===== src/rtl/output_collector.sv =====
// Deskews skewed systolic column sums into whole rows and hands them downstream via an N-entry FIFO.
// Optional macro OUTPUT_COLLECTOR_OVERFLOW_EN adds a sticky overflow flag for a start outside IDLE.
module output_collector #(
  parameter int unsigned MATRIX_SIZE = 2,
  parameter int unsigned DATA_SIZE   = 32,
  localparam int unsigned IW = (MATRIX_SIZE > 1) ? $clog2(MATRIX_SIZE) : 1
) (
  input  logic                                  clk,
  input  logic                                  reset,
  input  logic                                  start,
  input  logic [MATRIX_SIZE-1:0][DATA_SIZE-1:0] sum_in,
  output logic                                  collector_ready,
  output logic [MATRIX_SIZE-1:0][DATA_SIZE-1:0] row_out,
  output logic                                  row_valid,
  input  logic                                  row_ready,
  output logic [IW-1:0]                         row_index,
  output logic                                  matrix_done
`ifdef OUTPUT_COLLECTOR_OVERFLOW_EN
  ,
  output logic                                  overflow
`endif
);

  localparam int unsigned OW = $clog2(MATRIX_SIZE + 1);
  localparam logic [IW-1:0] LAST = IW'(MATRIX_SIZE - 1);

  typedef enum logic [1:0] {
    IDLE,
    CAPTURE,
    DRAIN
  } state_e;

  typedef logic [MATRIX_SIZE-1:0][DATA_SIZE-1:0] row_t;

  state_e          state_q;
  logic [IW-1:0]   skew_q;
  logic [IW-1:0]   wr_ptr_q, wr_ptr_d;
  logic [IW-1:0]   rd_ptr_q, rd_ptr_d;
  logic [OW-1:0]   occ_q, occ_d;
  logic            row_valid_q;
  logic            collector_ready_q;
  logic            matrix_done_q;
  row_t            row_out_q, head_d;
  row_t            row_aln;
  row_t            mem_q [MATRIX_SIZE];
  logic            wr_en, pop, last_wr, last_pop;

  // Column j is delayed N-1-j cycles so every column of a row lines up together.
  for (genvar j = 0; j < MATRIX_SIZE; j++) begin : g_col
    localparam int unsigned DEPTH = MATRIX_SIZE - 1 - j;
    if (DEPTH == 0) begin : g_pass
      assign row_aln[j] = sum_in[j];
    end else begin : g_dly
      logic [DATA_SIZE-1:0] dly_q [DEPTH];
      always_ff @(posedge clk) begin
        if (!reset) begin
          for (int k = 0; k < int'(DEPTH); k++) dly_q[k] <= '0;
        end else begin
          dly_q[0] <= sum_in[j];
          for (int k = 1; k < int'(DEPTH); k++) dly_q[k] <= dly_q[k-1];
        end
      end
      assign row_aln[j] = dly_q[DEPTH-1];
    end
  end

  // FIFO control; the head register is refreshed every cycle and bypasses a write into an empty head slot.
  always_comb begin
    wr_en    = (state_q == CAPTURE) && (skew_q == LAST);
    pop      = row_valid_q && row_ready;
    last_wr  = wr_en && (wr_ptr_q == LAST);
    last_pop = pop && (rd_ptr_q == LAST);
    wr_ptr_d = wr_ptr_q;
    rd_ptr_d = rd_ptr_q;
    if (wr_en) wr_ptr_d = (wr_ptr_q == LAST) ? '0 : wr_ptr_q + IW'(1);
    if (pop)   rd_ptr_d = (rd_ptr_q == LAST) ? '0 : rd_ptr_q + IW'(1);
    occ_d  = occ_q + OW'(wr_en) - OW'(pop);
    head_d = (wr_en && (wr_ptr_q == rd_ptr_d)) ? row_aln : mem_q[rd_ptr_d];
  end

  always_ff @(posedge clk) begin
    if (wr_en) mem_q[wr_ptr_q] <= row_aln;
  end

  always_ff @(posedge clk) begin
    if (!reset) begin
      state_q           <= IDLE;
      skew_q            <= '0;
      wr_ptr_q          <= '0;
      rd_ptr_q          <= '0;
      occ_q             <= '0;
      row_valid_q       <= 1'b0;
      row_out_q         <= '0;
      collector_ready_q <= 1'b1;
      matrix_done_q     <= 1'b0;
    end else begin
      wr_ptr_q      <= wr_ptr_d;
      rd_ptr_q      <= rd_ptr_d;
      occ_q         <= occ_d;
      row_valid_q   <= (occ_d != '0);
      row_out_q     <= head_d;
      matrix_done_q <= 1'b0;
      case (state_q)
        IDLE: begin
          if (start) begin
            state_q           <= CAPTURE;
            skew_q            <= IW'(1);
            collector_ready_q <= 1'b0;
          end
        end
        CAPTURE: begin
          if (skew_q != LAST) skew_q <= skew_q + IW'(1);
          if (last_wr) state_q <= DRAIN;
        end
        DRAIN: begin
          if (last_pop) begin
            state_q           <= IDLE;
            skew_q            <= '0;
            collector_ready_q <= 1'b1;
            matrix_done_q     <= 1'b1;
          end
        end
        default: begin
          state_q           <= IDLE;
          collector_ready_q <= 1'b1;
        end
      endcase
    end
  end

`ifdef OUTPUT_COLLECTOR_OVERFLOW_EN
  logic overflow_q;

  // Sticky: a start while a matrix is still in flight means upstream ignored collector_ready.
  always_ff @(posedge clk) begin
    if (!reset) begin
      overflow_q <= 1'b0;
    end else if (start && (state_q != IDLE)) begin
      overflow_q <= 1'b1;
    end
  end

  assign overflow = overflow_q;
`endif

  assign collector_ready = collector_ready_q;
  assign row_out         = row_out_q;
  assign row_valid       = row_valid_q;
  assign row_index       = rd_ptr_q;
  assign matrix_done     = matrix_done_q;

endmodule


===== config.mk =====
export PLATFORM = sky130hd
export DESIGN_NAME = output_collector
export DESIGN_NICKNAME = d
export VERILOG_FILES = /design/src/rtl/output_collector.sv
export SDC_FILE = /design/constraint.sdc
export NUM_CORES = 1
export LEC_CHECK = 0
export CAP_MARGIN = 20
export CORE_ASPECT_RATIO = 0.7
export CORE_UTILIZATION = 59
export CTS_BUF_LIST = sky130_fd_sc_hd__clkbuf_4
export DETAILED_ROUTE_END_ITERATION = 8
export GPL_TIMING_DRIVEN = 0
export PLACE_DENSITY = 0.85
export SYNTH_ARGS = -nofsm -noshare
export SYNTH_HDL_FRONTEND = slang
export SYNTH_SLANG_ARGS = --single-unit
export TNS_END_PERCENT = 30

===== constraint.sdc =====
create_clock -name clk -period 6.06 [get_ports clk]
set_clock_uncertainty 0.05 [all_clocks]
set_input_delay 1.212 -clock clk [delete_from_list [all_inputs] [get_ports clk]]
set_output_delay 1.212 -clock clk [all_outputs]
set_load 0.02 [all_outputs]

# [After elaboration in Yosys (flattened, before gate mapping)]
# Memory sizes are Yosys's and may differ from the RTL's. A register that Yosys moved wholly into a read port is not among the register bits.
# Index checks and enable logic that the tools add are counted.
[classes] add_sub_neg=5 n_eq_ne=5 mux=21 bitwise=1 reduce_logical=13
[ops] cell="32-bit two-way mux" n=1
[ops] cell="32-bit OR reduction" n=1
[ops] cell="1-bit two-way mux" n=14
[ops] cell="3-bit AND reduction" n=3
[ops] cell="2-bit two-way mux" n=3
[ops] cell="2-bit inequality test, second input constant" n=3
[ops] cell="1-bit one-hot mux with 3 select lines" n=2
[ops] cell="2-bit one-hot mux with 3 select lines" n=1
[ops] cell="1-bit logical AND" n=4
[ops] cell="1-bit adder, second input constant" n=3
[ops] cell="3-bit nonzero test" n=1
[ops] cell="2-bit by 1-bit adder with 2-bit output" n=1
[ops] cell="2-bit by 1-bit equality test with 1-bit output, second input constant" n=1
[ops] cell="2-bit equality test, second input constant" n=1
[ops] cell="2-bit logical NOT" n=1
[ops] cell="2-bit AND reduction" n=1
[ops] cell="2-bit nonzero test" n=1
[ops] cell="2-bit by 1-bit subtractor with 2-bit output" n=1
[ops] cell="1-bit logical NOT" n=1
[ops] cell="1-bit NOT" n=1
[word_totals] ff_bits=10 ramBits=160 input_bits=68 out_inout_bits=68 word_cells=55 mem_count=2
[memory_table] memory="mem_q" depth=2 width=64 rd=1 rd_ports_with_merged_regs=1 write_ports=1 line="45" source="row_t mem_q [MATRIX_SIZE];"
[memory_table] memory="g_col[0].g_dly.dly_q" depth=1 width=32 rd=1 rd_ports_with_merged_regs=0 write_ports=1 line="54" source="logic [DATA_SIZE-1:0] dly_q [DEPTH];"

# [Longest topological paths before layout]
[logic_depth] ltp_word=5 mapped_depth=7 ltp_nobuf=6

# [Least setup slack after synthesis]
# Ideal clock, no wire load.
[synth_path] kind="register -> register" startpoint="reg state_q[1]" endpoint="mem mem_q[0][0] (netlist bit) (enable)" setup_ns=0.488 arrival_ns=3.467 t_required_ns=5.522 slack_ns=2.056 stages_incl_launch_ff=4 path_buffers=1 period_less_slack_ns=4.004 cell_sequence="dfxtp_1 > nand3b_1 > buf_2 > nor2_1"
[synth_between] elab_chain_cells=4
[synth_rtl] element="start: declaration" line="35" source="state_e state_q;"
[synth_rtl] element="start signal: assignment" line="87" source="state_q <= IDLE;"
[synth_rtl] element="start signal: assignment" line="106" source="state_q <= CAPTURE;"
[synth_rtl] element="start signal: assignment" line="113" source="if (last_wr) state_q <= DRAIN;"
[synth_rtl] element="2-bit by 1-bit equality test with 1-bit output" line="69" source="wr_en = (state_q == CAPTURE) && (skew_q == LAST);"
[synth_rtl] element="1-bit logical AND" line="69"
[synth_rtl] element="1-bit two-way mux" line="82" source="if (wr_en) mem_q[wr_ptr_q] <= row_aln;"
[synth_rtl] element="1-bit two-way mux (implied by the code)" line="82"
[synth_rtl] element="end: declaration" line="45"
# Every way passes these cells.

# [Worst setup path in the final report]
[layout_path] startpoint="reg row_valid_q, in the netlist row_valid" endpoint="out row_valid"
[layout_rtl] element="start: declaration" line="40" source="logic row_valid_q;"
[layout_rtl] element="start signal: assignment" line="100" source="row_valid_q <= (occ_d != '0);"
[layout_rtl] element="end: declaration" line="14" source="output logic row_valid,"
# No word-level cell between the ends.

==> flow_summary.json <==
{
  "critical_path.max_stage_delay_ps": 660,
  "rsz0062_at_grt": "false",
  "clk-insertion-delay-late_ps": 590,
  "io_pins": 136,
  "cp.depth": 1,
  "die_x_um": 141,
  "clk_pin_slew_ps": 70,
  "clk_path_buf_depth": 3,
  "chipHeight_um": 99.5,
  "synthSimpleGateAreaFrac": 0.0973,
  "crit_path_max_fanout": 5,
  "dp.final_hpwl_um": 11600,
  "worst_slew_pin_slew_ps": 746,
  "synthAdderAreaFrac": 0.00156,
  "drive_above_1_share": 0.136,
  "synth_top_cell_area_share": 0.480,
  "core-area_mm2": 0.0132,
  "numPortBuffers": 134,
  "setup_tns_ps": 0,
  "drc": 0,
  "area_growth_pct": 29.5,
  "cts_tree": "yes",
  "hold_class": "flip-flop to flip-flop",
  "synth-compound-area-share": 0.117,
  "muxShareOfSynthArea": 0,
  "layout_min_cycle_time_ps": 2920,
  "cts_buffers": 53,
  "synth_warnings": 0,
  "critPathRequiredTime_ps": 4800,
  "ant_nets": 0,
  "instances_no_fill": 1024,
  "clockPowerShare": 0.293,
  "viasPerCell": 5.61,
  "gp_congestion": 0.836,
  "wirelength_um": 18100,
  "synth_area_mm2": 0.00801,
  "arrival_ps": 1650,
  "setup_ws_ps": 3140,
  "start_kind": "flip-flop",
  "die-area_mm2": 0.0141,
  "crit_chain": "clkdlybuf4s50_1",
  "grt_usage": 0.264,
  "ys_ff_latch": 234,
  "clockRootBuffer": "clkbuf_4",
  "syn_nets": 675,
  "rows": 35,
  "grt_overflow": 0,
  "power_density_mw_per_mm2": 396,
  "r2r_start": "state_q[0]",
  "r2r_cells": 5,
  "fin_util": 0.787,
  "grt_pass1_vias": 5723,
  "avgSynthCellArea_um2": 13.2,
  "p_switching_mw": 1.25,
  "setup_viol": 0,
  "crit_slowest_cell": "clkdlybuf4s50_1",
  "dp_slack_ps": 2650,
  "cts_hold_buf": 0,
  "drtPass1Iterations": 5,
  "synthCells": 606,
  "async_reset_ff_frac": 0,
  "drtIter0Drc": 363,
  "synth_top_family_by_area": "compound AO/OA/AOI/OAI gates",
  "synth_cell_types": 28,
  "grt_pass1_wl_um": 28500,
  "synth_xor_area_frac": 0.00859,
  "cts_resized": 0,
  "timing_hold_violations_final": 0,
  "synth_edf_count": 128,
  "maxCapViolations": 0,
  "floorplan.initialDensity": 0.608,
  "synthTopCellsByCount": "nand2_1, edfxtp_1, dfxtp_1, a31oi_1, o31ai_1",
  "cts_sinks": 234,
  "place_inst": 929,
  "internal_power_mw": 2.87,
  "nets": 868,
  "crit_type": "flip-flop to primary output",
  "p_comb_frac": 0.249,
  "seq_power_share": 0.457,
  "cts_setup_buffers": 0,
  "min_delay_path_depth": 0,
  "crit_family": "buffers and inverters",
  "avgRoutedWirePerCell_um": 17.7,
  "synth_largest_area_cell": "edfxtp_1",
  "slew-limit-headroom": 0.501,
  "synthTopCellsByArea": "edfxtp_1, dfxtp_1, nand2_1",
  "ir_drop_mv": 0.241,
  "power_mw": 4.11,
  "ys_seq_area_frac": 0.745,
  "num_vias": 5746,
  "p_sw_frac": 0.303,
  "grt_max_degree": 28,
  "h-tree-depth": 2,
  "antenna_found_initial": 1,
  "fmax_ghz": 0.343,
  "yosysMostFrequentCell": "nand2_1",
  "finalMaxSlewViolations": 0,
  "crit_start": "row_valid",
  "period_share": 0.481,
  "critPathCaptureType": "primary output",
  "synthFlopType": "edfxtp_1",
  "leakage_nw": 3.78,
  "min_from": "g_col[0].g_dly.dly_q[0][1]",
  "crit_buf_inv": 1,
  "run_status": "finished clean"
}
layout make-up:
| cell class | count | area [um^2] |
|---|---|---|
| Clock buffer | 87 | 653 |
| Clock inverter | 7 | 27.5 |
| Multi-Input combinational cell | 322 | 1820 |
| Inverter | 3 | 11.3 |
| Sequential cell | 234 | 5970 |
| Buffer | 47 | 233 |
| Timing Repair Buffer | 138 | 1440 |
| Tap cell | 185 | 231 |
| Fill cell | 742 | 2810 |
| Antenna cell | 1 | 2.50 |
state kept, by name, summed over array words and instances (netlist names):
| signal | count |
|---|---|
| mem_q | 128 |
| occ_q | 2 |
| state_q | 2 |
| wr_ptr_q | 1 |
| g_col.g_dly.dly_q | 32 |
| row_out | 64 |
| row_valid | 1 |
| matrix_done | 1 |
| collector_ready | 1 |
| skew_q | 1 |
| row_index | 1 |
layout by cell type (no fill, tap or decap), drive strengths merged, types with 2 or more instances in the layout:
cell             n
clkdlybuf4s50  134
clkinv           7
xnor2            3
buf             25
dfxtp          106
edfxtp         128
nand3            3
inv              3
a31oi           64
clkbuf         113
nand2          130
a21oi            2
o21ai            3
nor3b            2
nor2             2
and2            36
o21a             3
xor2             4
o31ai           64
power by group through the flow:
stage               combinational, mW  clock [mW]  sequential [mW]
finish                           1.03        1.21             1.88
global route                     1.10        1.30             1.89
CTS                              1.02        1.22             1.88
detailed placement               1.02           0             1.91
global placement                0.978           0             1.91
floorplan                       0.434           0             2.05
cells by family after synthesis:
family / count (synthesis)
buffers and inverters: 50
AO/OA/AOI/OAI: 137
flip-flops: 234
AND/OR/NAND/NOR: 177
XOR/XNOR: 7
adder cells (fa/ha/maj): 1
metal layers:
metal	up-vias	GRT usage	part of all wire
met5	-	0	0
met4	0	0.0870	0.015
met3	29	0.0741	0.10
met2	331	0.424	0.47
met1	2741	0.352	0.41
li1	2645	-	-
metrics by stage:
| stage | cell area [um^2] | hold WS (ps) |
|---|---|---|
| floorplan | 8010 | 376 |
| global placement | 9580 | 381 |
| detailed placement | 9690 | 392 |
| CTS | 10400 | 402 |
| global route | 10400 | 408 |
| finish | 10400 | 404 |
final timing paths:
path                                     end  slack (ps)
worst min-delay path             mem_q[1][1]         400
worst min register to register   mem_q[1][1]         400
worst max register to register  mem_q[1][43]        3680
worst max-delay path               row_valid        3140
Note: power is estimated with default switching activity, not from simulation.
